<file path="src/rtl/phy_tx_mutex_arbiter_if.sv">
// ---------------------------------------------------------------------------
// phy_tx_mutex_arbiter_if
// Bundle of the PHY-TX port mutex request/grant signals.
//   req_i          requester r port mask at [r*NPORT +: NPORT]
//   val_o          granted mask per requester, same packing as req_i
//   port_busy_o    port p currently owned
//   port_owner_o   owner id of port p at [p*IDW +: IDW], 0 when free
//   timeout_flag_o sticky force-revoke flag per requester
//   flag_clr_i     write-1-to-clear for timeout_flag_o
// master: requester side. slave: the arbiter.
// ---------------------------------------------------------------------------
interface phy_tx_mutex_arbiter_if #(
    parameter int NREQ  = 5,
    parameter int NPORT = 4,
    parameter int IDW   = 3
);
    logic [NREQ*NPORT-1:0] req_i;
    logic [NREQ*NPORT-1:0] val_o;
    logic [NPORT-1:0]      port_busy_o;
    logic [NPORT*IDW-1:0]  port_owner_o;
    logic [NREQ-1:0]       timeout_flag_o;
    logic [NREQ-1:0]       flag_clr_i;

    modport master (
        output req_i,
        output flag_clr_i,
        input  val_o,
        input  port_busy_o,
        input  port_owner_o,
        input  timeout_flag_o
    );

    modport slave (
        input  req_i,
        input  flag_clr_i,
        output val_o,
        output port_busy_o,
        output port_owner_o,
        output timeout_flag_o
    );
endinterface

</file>
<file path="src/rtl/phy_tx_mutex_arbiter.sv">
// ---------------------------------------------------------------------------
// phy_tx_mutex_arbiter
// Owns the PHY-TX FIFO write ports and grants port sets atomically to NREQ
// requesters. Round-robin with head reservation: the first pending requester
// from the pointer reserves its mask so later single-port requesters cannot
// keep stealing ports a multi-port requester is waiting for.
// Ports:
//   clk     clock
//   arst_n  asynchronous reset, active-low
//   bus     phy_tx_mutex_arbiter_if.slave (req_i, val_o, port_busy_o,
//           port_owner_o, timeout_flag_o, flag_clr_i)
// Optional feature: define MUTEX_TIMEOUT_EN to enable per-requester hold
// counters with forced revoke after TIMEOUT held cycles, sticky timeout
// flags and a lock that holds until the requester drops its request.
// ---------------------------------------------------------------------------
module phy_tx_mutex_arbiter #(
    parameter int NREQ    = 5,
    parameter int NPORT   = 4,
    parameter int IDW     = 3,
    parameter int TIMEOUT = 4096
) (
    input  logic                   clk,
    input  logic                   arst_n,
    phy_tx_mutex_arbiter_if.slave  bus
);

    localparam int RRW = (NREQ > 1) ? $clog2(NREQ) : 1;

    // Registered state
    logic [NPORT-1:0] val_q   [NREQ];
    logic [NPORT-1:0] val_d   [NREQ];
    logic [NREQ-1:0]  hold_q, hold_d;
    logic [NPORT-1:0] busy_q, busy_d;
    logic [IDW-1:0]   owner_q [NPORT];
    logic [IDW-1:0]   owner_d [NPORT];
    logic [RRW-1:0]   rr_q, rr_d;

    // Arbitration results
    logic [NPORT-1:0] req_s [NREQ];
    logic [NREQ-1:0]  pending_s;
    logic [NREQ-1:0]  eligible_s;
    logic [NPORT-1:0] head_mask_s;
    logic             grant_vld_s;
    logic [RRW-1:0]   grant_idx_s;
    logic [NPORT-1:0] grant_mask_s;
    logic [RRW-1:0]   rr_next_s;
    logic [NREQ-1:0]  lock_s;

`ifdef MUTEX_TIMEOUT_EN
    localparam int CW = $clog2(TIMEOUT + 1);

    logic [CW-1:0]   cnt_q [NREQ];
    logic [CW-1:0]   cnt_d [NREQ];
    logic [NREQ-1:0] lock_q, lock_d;
    logic [NREQ-1:0] flag_q, flag_d;

    assign lock_s = lock_q;
`else
    logic unused_s;

    assign lock_s   = {NREQ{1'b0}};
    assign unused_s = (^bus.flag_clr_i) ^ (TIMEOUT == 0);
`endif

    // Decode requests, locate the head and pick at most one grantee
    always_comb begin : arb_comb
        logic [RRW:0]   sum;
        logic [RRW-1:0] idx;
        logic [RRW-1:0] head_idx;
        logic           head_found;
        logic           grant_found;
        logic           take;

        sum         = {(RRW+1){1'b0}};
        idx         = {RRW{1'b0}};
        head_idx    = {RRW{1'b0}};
        head_found  = 1'b0;
        grant_found = 1'b0;
        take        = 1'b0;
        grant_idx_s = {RRW{1'b0}};

        for (int r = 0; r < NREQ; r++) begin
            req_s[r]     = bus.req_i[r*NPORT +: NPORT];
            pending_s[r] = (req_s[r] != {NPORT{1'b0}}) && !hold_q[r] && !lock_s[r];
        end

        // Head: first pending requester scanning upward from the pointer
        for (int k = 0; k < NREQ; k++) begin
            sum        = {1'b0, rr_q} + (RRW+1)'(k);
            idx        = (sum >= (RRW+1)'(NREQ)) ? RRW'(sum - (RRW+1)'(NREQ)) : sum[RRW-1:0];
            take       = !head_found && pending_s[idx];
            head_idx   = take ? idx : head_idx;
            head_found = head_found | take;
        end
        head_mask_s = head_found ? req_s[head_idx] : {NPORT{1'b0}};

        // Non-head requesters may not touch any port the head is waiting on
        for (int r = 0; r < NREQ; r++) begin
            eligible_s[r] = pending_s[r]
                         && ((req_s[r] & busy_q) == {NPORT{1'b0}})
                         && ((head_idx == RRW'(r)) || ((req_s[r] & head_mask_s) == {NPORT{1'b0}}));
        end

        for (int k = 0; k < NREQ; k++) begin
            sum         = {1'b0, rr_q} + (RRW+1)'(k);
            idx         = (sum >= (RRW+1)'(NREQ)) ? RRW'(sum - (RRW+1)'(NREQ)) : sum[RRW-1:0];
            take        = !grant_found && eligible_s[idx];
            grant_idx_s = take ? idx : grant_idx_s;
            grant_found = grant_found | take;
        end

        grant_vld_s  = grant_found;
        grant_mask_s = grant_found ? req_s[grant_idx_s] : {NPORT{1'b0}};
        rr_next_s    = (grant_idx_s == RRW'(NREQ - 1)) ? {RRW{1'b0}} : grant_idx_s + RRW'(1);
    end

    // Next-state: releases (and revokes) first, then the single new grant
    always_comb begin : next_comb
        logic [NPORT-1:0] free_mask;
        logic [NREQ-1:0]  revoke;

        val_d     = val_q;
        hold_d    = hold_q;
        busy_d    = busy_q;
        owner_d   = owner_q;
        rr_d      = rr_q;
        free_mask = {NPORT{1'b0}};
        revoke    = {NREQ{1'b0}};
`ifdef MUTEX_TIMEOUT_EN
        cnt_d  = cnt_q;
        lock_d = lock_q;
        flag_d = flag_q;
`endif

        for (int r = 0; r < NREQ; r++) begin
`ifdef MUTEX_TIMEOUT_EN
            // Lock survives until the requester has dropped its request
            if (lock_q[r] && (req_s[r] == {NPORT{1'b0}})) begin
                lock_d[r] = 1'b0;
            end else begin
                lock_d[r] = lock_q[r];
            end
`endif
            if (hold_q[r] && (req_s[r] == {NPORT{1'b0}})) begin
                hold_d[r] = 1'b0;
                val_d[r]  = {NPORT{1'b0}};
                free_mask = free_mask | val_q[r];
            end
`ifdef MUTEX_TIMEOUT_EN
            else if (hold_q[r] && (cnt_q[r] == CW'(TIMEOUT - 1))) begin
                hold_d[r] = 1'b0;
                val_d[r]  = {NPORT{1'b0}};
                free_mask = free_mask | val_q[r];
                cnt_d[r]  = CW'(TIMEOUT);
                lock_d[r] = 1'b1;
                revoke[r] = 1'b1;
            end else if (hold_q[r]) begin
                cnt_d[r] = cnt_q[r] + CW'(1);
            end
`endif
            else begin
                hold_d[r] = hold_q[r];
            end
`ifdef MUTEX_TIMEOUT_EN
            // Set has priority over a same-cycle clear
            if (revoke[r]) begin
                flag_d[r] = 1'b1;
            end else if (bus.flag_clr_i[r]) begin
                flag_d[r] = 1'b0;
            end else begin
                flag_d[r] = flag_q[r];
            end
`endif
        end

        busy_d = busy_q & ~free_mask;
        for (int p = 0; p < NPORT; p++) begin
            if (free_mask[p]) begin
                owner_d[p] = {IDW{1'b0}};
            end else begin
                owner_d[p] = owner_q[p];
            end
        end

        // Grant only looked at busy_q, so ports freed this cycle stay unused
        if (grant_vld_s) begin
            for (int p = 0; p < NPORT; p++) begin
                if (grant_mask_s[p]) begin
                    busy_d[p]  = 1'b1;
                    owner_d[p] = IDW'(grant_idx_s);
                end else begin
                    busy_d[p]  = busy_d[p];
                end
            end
            hold_d[grant_idx_s] = 1'b1;
            val_d[grant_idx_s]  = grant_mask_s;
            rr_d                = rr_next_s;
`ifdef MUTEX_TIMEOUT_EN
            cnt_d[grant_idx_s]  = {CW{1'b0}};
`endif
        end else begin
            rr_d = rr_q;
        end
    end

    // Core arbitration state registers
    always_ff @(posedge clk or negedge arst_n) begin
        if (!arst_n) begin
            val_q   <= '{default: {NPORT{1'b0}}};
            hold_q  <= {NREQ{1'b0}};
            busy_q  <= {NPORT{1'b0}};
            owner_q <= '{default: {IDW{1'b0}}};
            rr_q    <= {RRW{1'b0}};
        end else begin
            val_q   <= val_d;
            hold_q  <= hold_d;
            busy_q  <= busy_d;
            owner_q <= owner_d;
            rr_q    <= rr_d;
        end
    end

`ifdef MUTEX_TIMEOUT_EN
    // Hold counters, locks and sticky timeout flags
    always_ff @(posedge clk or negedge arst_n) begin
        if (!arst_n) begin
            cnt_q  <= '{default: {CW{1'b0}}};
            lock_q <= {NREQ{1'b0}};
            flag_q <= {NREQ{1'b0}};
        end else begin
            cnt_q  <= cnt_d;
            lock_q <= lock_d;
            flag_q <= flag_d;
        end
    end

    assign bus.timeout_flag_o = flag_q;
`else
    assign bus.timeout_flag_o = {NREQ{1'b0}};
`endif

    assign bus.port_busy_o = busy_q;

    for (genvar g = 0; g < NREQ; g++) begin : g_val
        assign bus.val_o[g*NPORT +: NPORT] = val_q[g];
    end

    for (genvar g = 0; g < NPORT; g++) begin : g_owner
        assign bus.port_owner_o[g*IDW +: IDW] = owner_q[g];
    end

endmodule
</file>
<file path="src/flat_wrapper.sv">
// flat-port wrapper written by rule: the top's interface ports become plain ports
module phy_tx_mutex_arbiter_flat 
#(
    parameter int NREQ    = 5,
    parameter int NPORT   = 4,
    parameter int IDW     = 3,
    parameter int TIMEOUT = 4096
)
  (clk, arst_n, bus_req_i, bus_flag_clr_i, bus_val_o, bus_port_busy_o, bus_port_owner_o, bus_timeout_flag_o);
  phy_tx_mutex_arbiter_if #(.NREQ(NREQ), .NPORT(NPORT), .IDW(IDW)) bus_i ();
  input  logic clk;
  input  logic arst_n;
  input wire logic [$bits(bus_i.req_i)-1:0] bus_req_i;
  input wire logic [$bits(bus_i.flag_clr_i)-1:0] bus_flag_clr_i;
  output wire logic [$bits(bus_i.val_o)-1:0] bus_val_o;
  output wire logic [$bits(bus_i.port_busy_o)-1:0] bus_port_busy_o;
  output wire logic [$bits(bus_i.port_owner_o)-1:0] bus_port_owner_o;
  output wire logic [$bits(bus_i.timeout_flag_o)-1:0] bus_timeout_flag_o;
  assign bus_i.req_i = bus_req_i;
  assign bus_i.flag_clr_i = bus_flag_clr_i;
  assign bus_val_o = bus_i.val_o;
  assign bus_port_busy_o = bus_i.port_busy_o;
  assign bus_port_owner_o = bus_i.port_owner_o;
  assign bus_timeout_flag_o = bus_i.timeout_flag_o;
  phy_tx_mutex_arbiter #(.NREQ(NREQ), .NPORT(NPORT), .IDW(IDW), .TIMEOUT(TIMEOUT)) u_core (.clk(clk), .arst_n(arst_n), .bus(bus_i));
endmodule
</file>
<file path="config.mk">
export PLATFORM = sky130hd
export DESIGN_NAME = phy_tx_mutex_arbiter_flat
export DESIGN_NICKNAME = d
export VERILOG_FILES = /design/src/rtl/phy_tx_mutex_arbiter_if.sv /design/src/rtl/phy_tx_mutex_arbiter.sv /design/src/flat_wrapper.sv
export SDC_FILE = /design/constraint.sdc
export NUM_CORES = 1
export LEC_CHECK = 0
export BUFFER_PORTS_ARGS = -buffer_cell sky130_fd_sc_hd__buf_2
export CAP_MARGIN = 20
export CORE_MARGIN = 8
export CORE_UTILIZATION = 30
export CTS_CLUSTER_DIAMETER = 30
export CTS_CLUSTER_SIZE = 25
export DETAILED_ROUTE_END_ITERATION = 10
export SYNTH_ARGS = -nofsm -noshare
export SYNTH_HDL_FRONTEND = slang
export SYNTH_SLANG_ARGS = --single-unit
export TNS_END_PERCENT = 30
</file>
<file path="constraint.sdc">
create_clock -name clk -period 13.3 [get_ports clk]
set_clock_uncertainty 0.2 [all_clocks]
set_input_delay 0.665 -clock clk [delete_from_list [all_inputs] [get_ports clk]]
set_output_delay 0.665 -clock clk [all_outputs]
set_load 0.01 [all_outputs]
</file>
# ---- Word-level counts from Yosys, hierarchy flattened
# Cells that the tools add are included.
dict set report word_totals {
  out_inout_bits 41
  ff_bits 44
  wordCells 218
  input_bits 27
}
dict set report classes {
  n_mux 80
  order_cmp 15
  bitwise_logic 27
  n_eq_ne 5
  add_sub_neg 10
  n_reduce_logical 69
}
# op count
set op_table {}
lappend op_table {{$mux 3} 24}
lappend op_table {{$mux 4} 18}
lappend op_table {{$logic_not 4->1} 15}
lappend op_table {{$and 4x4->4} 11}
lappend op_table {{$bmux 1 s3} 10}
lappend op_table {{$logic_and 1x1->1} 30}
lappend op_table {{$bmux 4 s3} 2}
lappend op_table {{$lt 3x4->1 const B} 6}
lappend op_table {{$bwmux 20} 1}
lappend op_table {{$mux 1} 20}
lappend op_table {{$mux 20} 1}
lappend op_table {{$reduce_bool 4->1} 5}
lappend op_table {{$ge 4x3->1 const B} 4}
lappend op_table {{$or 4x4->4} 4}
lappend op_table {{$sub 3x3->3 const B} 5}
lappend op_table {{$logic_not 1->1} 13}
lappend op_table {{$demux 4 s3} 1}
lappend op_table {{$mux 12} 1}
lappend op_table {{$add 3x2->4 const B} 2}
lappend op_table {{$ge 4x4->1 const B} 2}
lappend op_table {{$not 3->4} 2}
lappend op_table {{$or 1x1->1} 8}
lappend op_table {{$eq 3x2->1 const B} 2}
lappend op_table {{$eq 3x3->1 const B} 2}
lappend op_table {{other kinds (13)} 17}

# ---- Logic depth before layout (Yosys ltp)
dict set report depth {
  word_depth 46
  depth_mapped 28
}

# ---- Worst setup path after synthesis
# Ideal clock, no wire load.
dict set report synth_path {
  path_type {register to register}
  from {register u_core.rr_q[0]}
  to {register u_core.rr_q[1]}
  t_required_ns 12.975
  n_path_buf 3
  t_arrival_ns 6.034
  setup_slack_ns 6.941
  stages_incl_launch_ff 25
  setup_ns 0.125
  cell_sequence {dfrtp_1 > inv_1 > buf_2 > ha_1 > inv_1 > fa_1 > a21oi_4 > mux2i_1 > mux2_2 > a32o_1 > or4_1 > o31a_1 > o21a_2 > o211a_1 > or3_1 > nand4_1 > o21ai_2 > o31ai_2 > or2_1 > buf_4 > o211ai_2 > a21o_4 > buf_2 > ha_1 > mux2_2}
}
dict set report synth_via {
  elab_chain_cells 41
}
# item line_no
set synth_lines {}
lappend synth_lines {{start: declaration} phy_tx_mutex_arbiter.sv:36} ;# logic [RRW-1:0] rr_q, rr_d;
lappend synth_lines {{start signal: assignment} phy_tx_mutex_arbiter.sv:213} ;# rr_q <= {RRW{1'b0}};
lappend synth_lines {{start signal: assignment} phy_tx_mutex_arbiter.sv:219} ;# rr_q <= rr_d;
lappend synth_lines {{$add 3x1->4 (tied with other cells)} {phy_tx_mutex_arbiter.sv:89, phy_tx_mutex_arbiter.sv:105}}
lappend synth_lines {{$ge 4x3->1 (tied with other cells)} {phy_tx_mutex_arbiter.sv:90, phy_tx_mutex_arbiter.sv:106}}
lappend synth_lines {{$mux 3 or $bmux 1 s3 (tied branches)} {phy_tx_mutex_arbiter.sv:90, phy_tx_mutex_arbiter.sv:106, phy_tx_mutex_arbiter.sv:91}}
lappend synth_lines {{$bmux 1 s3 or $mux 1 (tied branches)} phy_tx_mutex_arbiter.sv:91} ;# take = !head_found && pending_s[idx];
lappend synth_lines {{$mux 1 (implied by the code) or $logic_not 1->1 (tied branches)} phy_tx_mutex_arbiter.sv:91}
lappend synth_lines {{$logic_and 1x1->1} phy_tx_mutex_arbiter.sv:91}
lappend synth_lines {{$or 1x1->1} phy_tx_mutex_arbiter.sv:93} ;# head_found = head_found | take;
lappend synth_lines {{$logic_not 1->1} phy_tx_mutex_arbiter.sv:91}
lappend synth_lines {{(+26 left out)} n/a}
lappend synth_lines {{$logic_and 1x1->1} phy_tx_mutex_arbiter.sv:107} ;# take = !grant_found && eligible_s[idx];
lappend synth_lines {{$or 1x1->1} phy_tx_mutex_arbiter.sv:109} ;# grant_found = grant_found | take;
lappend synth_lines {{$logic_not 1->1} phy_tx_mutex_arbiter.sv:107}
lappend synth_lines {{$logic_and 1x1->1} phy_tx_mutex_arbiter.sv:107}
lappend synth_lines {{$mux 3 (*)} phy_tx_mutex_arbiter.sv:108} ;# grant_idx_s = take ? idx : grant_idx_s;
lappend synth_lines {{$add 3x1->3 or $eq 3x3->1 (tied branches)} phy_tx_mutex_arbiter.sv:114} ;# rr_next_s = (grant_idx_s == RRW'(NREQ - 1)) ? {RRW{1'b0}} : grant_idx_s + RRW'(1);
lappend synth_lines {{$mux 3 (*)} phy_tx_mutex_arbiter.sv:114}
lappend synth_lines {{net u_core.rr_next_s[1]} phy_tx_mutex_arbiter.sv:46} ;# logic [RRW-1:0] rr_next_s;
# Mark *: on every way through the listed nets, which the timed path passes. The rest lies on a longest branch. The select of a mux whose other input is x is not followed.
# A chain may end at the register's enable or synchronous reset.

==> impl_metrics.yaml <==
sta:
  drv_slew: 0
  rsz0062_at_grt: "no"
  worst_slew_pin_slew_ps: 936
  fin_crit_ps: 8370
  fmax_ghz: 0.120
  fin_setup_tns_ps: 0
  slew-limit-headroom_pct: 37.6
  hold_viol: 0
  fin_crit_sh_pct: 62.9
  setup_viol: 0
outcome:
  status: "complete, no violations"
die:
  die_y_um: 149
  fp.dieArea_sq_mm: 0.0222
  rows: 48
  dieWidth_um: 149
  ioPinCount: 68
  core-area_sq_mm: 0.0173
  start_util_pct: 30.6
logic_synthesis:
  syn-instance-count: 657
  ys_seq_area_share_pct: 20.8
  synthArstFlopShare_pct: 100
  synth_edf_count: 0
  yosys_register_bits: 44
  yosysWarnings: 0
  synth_cell_types: 96
  synth_area_per_cell_sq_um: 8.06
  synth_flop_cell: "dfrtp_1"
  synth_area_sq_mm: 0.00530
place:
  numPlacedInstances: 914
  detailed_place_hpwl_um: 16100
  port_buffers: 57
  gp_congestion: 0.978
grt:
  top_usage_layer: "met2"
  use_met2_pct: 29.3
  grt_overflow: 0
  grt_pass1_wl_um: 32100
  grtUsageMet3_pct: 2.18
  grt_max_degree: 45
  use_met1_pct: 23.7
  grt_pass1_vias: 5507
  grt_usage_pct: 17.9
  grt_antenna_before_repair: 0
clock_tree:
  cts_buffer_depth: 2
  clock-sinks: 44
  cts_max_level: 2
  root_buffer: "clkbuf_16"
  clk_pin_slew_ps: 70
  clk_latency_ps: 290
  cts_tree: "built"
  post_cts_resized: 0
  cts_setup_buffers: 0
  cts_hold_buf: 0
  numCtsBuffers: 5
worst_setup_path:
  critPathLaunchType: "flip-flop"
  path_class: "flip-flop to flip-flop"
  arrival_ps: 8300
  critPathMaxFanout: 27
  critPathRequiredTime_ps: 13230
  end_kind: "flip-flop"
route:
  vias: 5851
  drtPass1Iterations: 5
  via_per_inst: 6.33
  ant_nets: 0
  wire_per_inst_um: 22.4
  post-route-drc-count: 0
  drtIter0Drc: 531
  wl_um: 20700
final_layout:
  drive_gt1_share_pct: 17.9
  syn2layout_area_growth_pct: 11.8
  fin_cells: 924
  final_nets: 736
  num_antenna_cells: 0
  final_core_utilization_pct: 34.2
hold_path:
  hold_path_class: "flip-flop to flip-flop"
flow_run:
  maxCapViolCount: 0
==> cell usage after synthesis, types with 15 or more instances <==
master	instances	share of area, %
a21oi_1	26	2.5
a21o_1	16	2.3
o21ai_0	31	2.9
nor2_1	35	2.5
nand3_1	26	2.5
inv_1	20	1.4
dfrtp_1	44	21
a22oi_1	15	2.1
nor3_1	25	2.4
and2_1	23	2.7
nand2_1	71	5.0
mux2i_1	30	5.7
==> stage by stage <==
stage	hold WS, ps	instance area [sq um]	setup WS (ps)
detailed placement	327	5720	5180
floorplan	169	5310	6940
global route	376	5920	4630
finish	335	5920	4930
global placement	322	5720	5260
CTS	343	5890	5160
==> critical path, stage by stage (launching register included) <==
cell and delay, ps:
dfrtp_1 360, buf_4 220, inv_1 420, ha_1 230, inv_1 50, fa_1 440
a21oi_4 250, mux2i_1 530, mux2_2 420, a32o_1 270, or4_1 470, o31a_1 380
o21ai_2 240, mux2i_1 350, nor4bb_1 790, or4_1 240, o211ai_1 130, a21oi_4 270
o31ai_1 120, o22ai_1 540, a21o_4 330, inv_4 170, a2111oi_2 610, mux2i_1 160
==> layout make-up <==
type / instances / area [sq um]
Fill cell: 1863 / 11400
Multi-Input combinational cell: 562 / 3940
Sequential cell: 44 / 1100
Timing Repair Buffer: 62 / 338
Tap cell: 225 / 282
Clock buffer: 5 / 125
Inverter: 23 / 88.8
Clock inverter: 3 / 46.3
==> cell usage in the layout (no fill, tap or decap), types with 5 or more instances in the layout <==
cell type and instances:
a211o_1 5, a211oi_1 11, a21o_1 16, a21oi_1 26, a221oi_1 6, a22oi_1 15, a31oi_1 9, a32oi_1 6
and2_1 23, and3_1 13, buf_2 57, clkbuf_16 5, conb_1 5, dfrtp_1 44, ha_1 10, inv_1 20
mux2i_1 30, nand2_1 71, nand2b_1 10, nand3_1 26, nand4_1 7, nor2_1 35, nor3_1 25, o211a_1 7
o211ai_1 11, o21ai_0 31, o21ai_1 11, o221ai_1 9, o31ai_1 9, o32ai_1 5, or2_2 5, or3_1 5
xnor2_1 5
==> path summary, 6_finish.rpt <==
path | startpoint | depth (start not counted) | endpoint | slack [ps]
setup / recovery | u_core.rr_q[0]$_DFFE_PN0N_ | 23 | u_core.bus.val_o[0]$_DFF_PN0_ | 4930
hold / removal | u_core.bus.val_o[18]$_DFF_PN0_ | 1 | u_core.bus.val_o[18]$_DFF_PN0_ | 340
setup reg to reg | u_core.rr_q[0]$_DFFE_PN0N_ | 23 | u_core.bus.val_o[0]$_DFF_PN0_ | 4930
hold reg to reg | u_core.bus.val_o[18]$_DFF_PN0_ | 1 | u_core.bus.val_o[18]$_DFF_PN0_ | 340
max in group asynchronous | arst_n | 3 | u_core.rr_q[1]$_DFFE_PN0N_ | 11950
min in group asynchronous | arst_n | 2 | u_core.bus.port_owner_o[1]$_DFF_PN0_ | 520
==> registers in the layout, summed over array words and instances, names as in the netlist <==
register,flops
u_core.hold_q,5
u_core.bus.val_o,20
u_core.rr_q,3
u_core.bus.port_busy_o,4
u_core.bus.port_owner_o,12
==> cells by family (layout without fill, tap and decap cells) <==
logic type      count (synthesis)  in the layout  share of synthesized area [%]
flops                          44             44                           20.8
simple gates                  256            256                           26.3
buf+inv                        55             93                           5.13
mux                            32             32                           6.09
fa+ha+maj                      11             11                           2.74
other cells                     1              5                         0.0708
xor+xnor                        5              5                          0.827
compound gates                253            253                           38.0
==> per-layer routing <==
layer / wire length (um) / share of wire, % / vias up
met4: 820 / 4.0 / 0
met2: 9610 / 46 / 313
met5: 0 / 0 / -
met1: 8820 / 43 / 2824
li1: - / - / 2652
met3: 1490 / 7.2 / 62
Power is left out: the tool's default activity adds up to more than one toggle a clock period on the data nets, which glitch-free logic cannot reach.
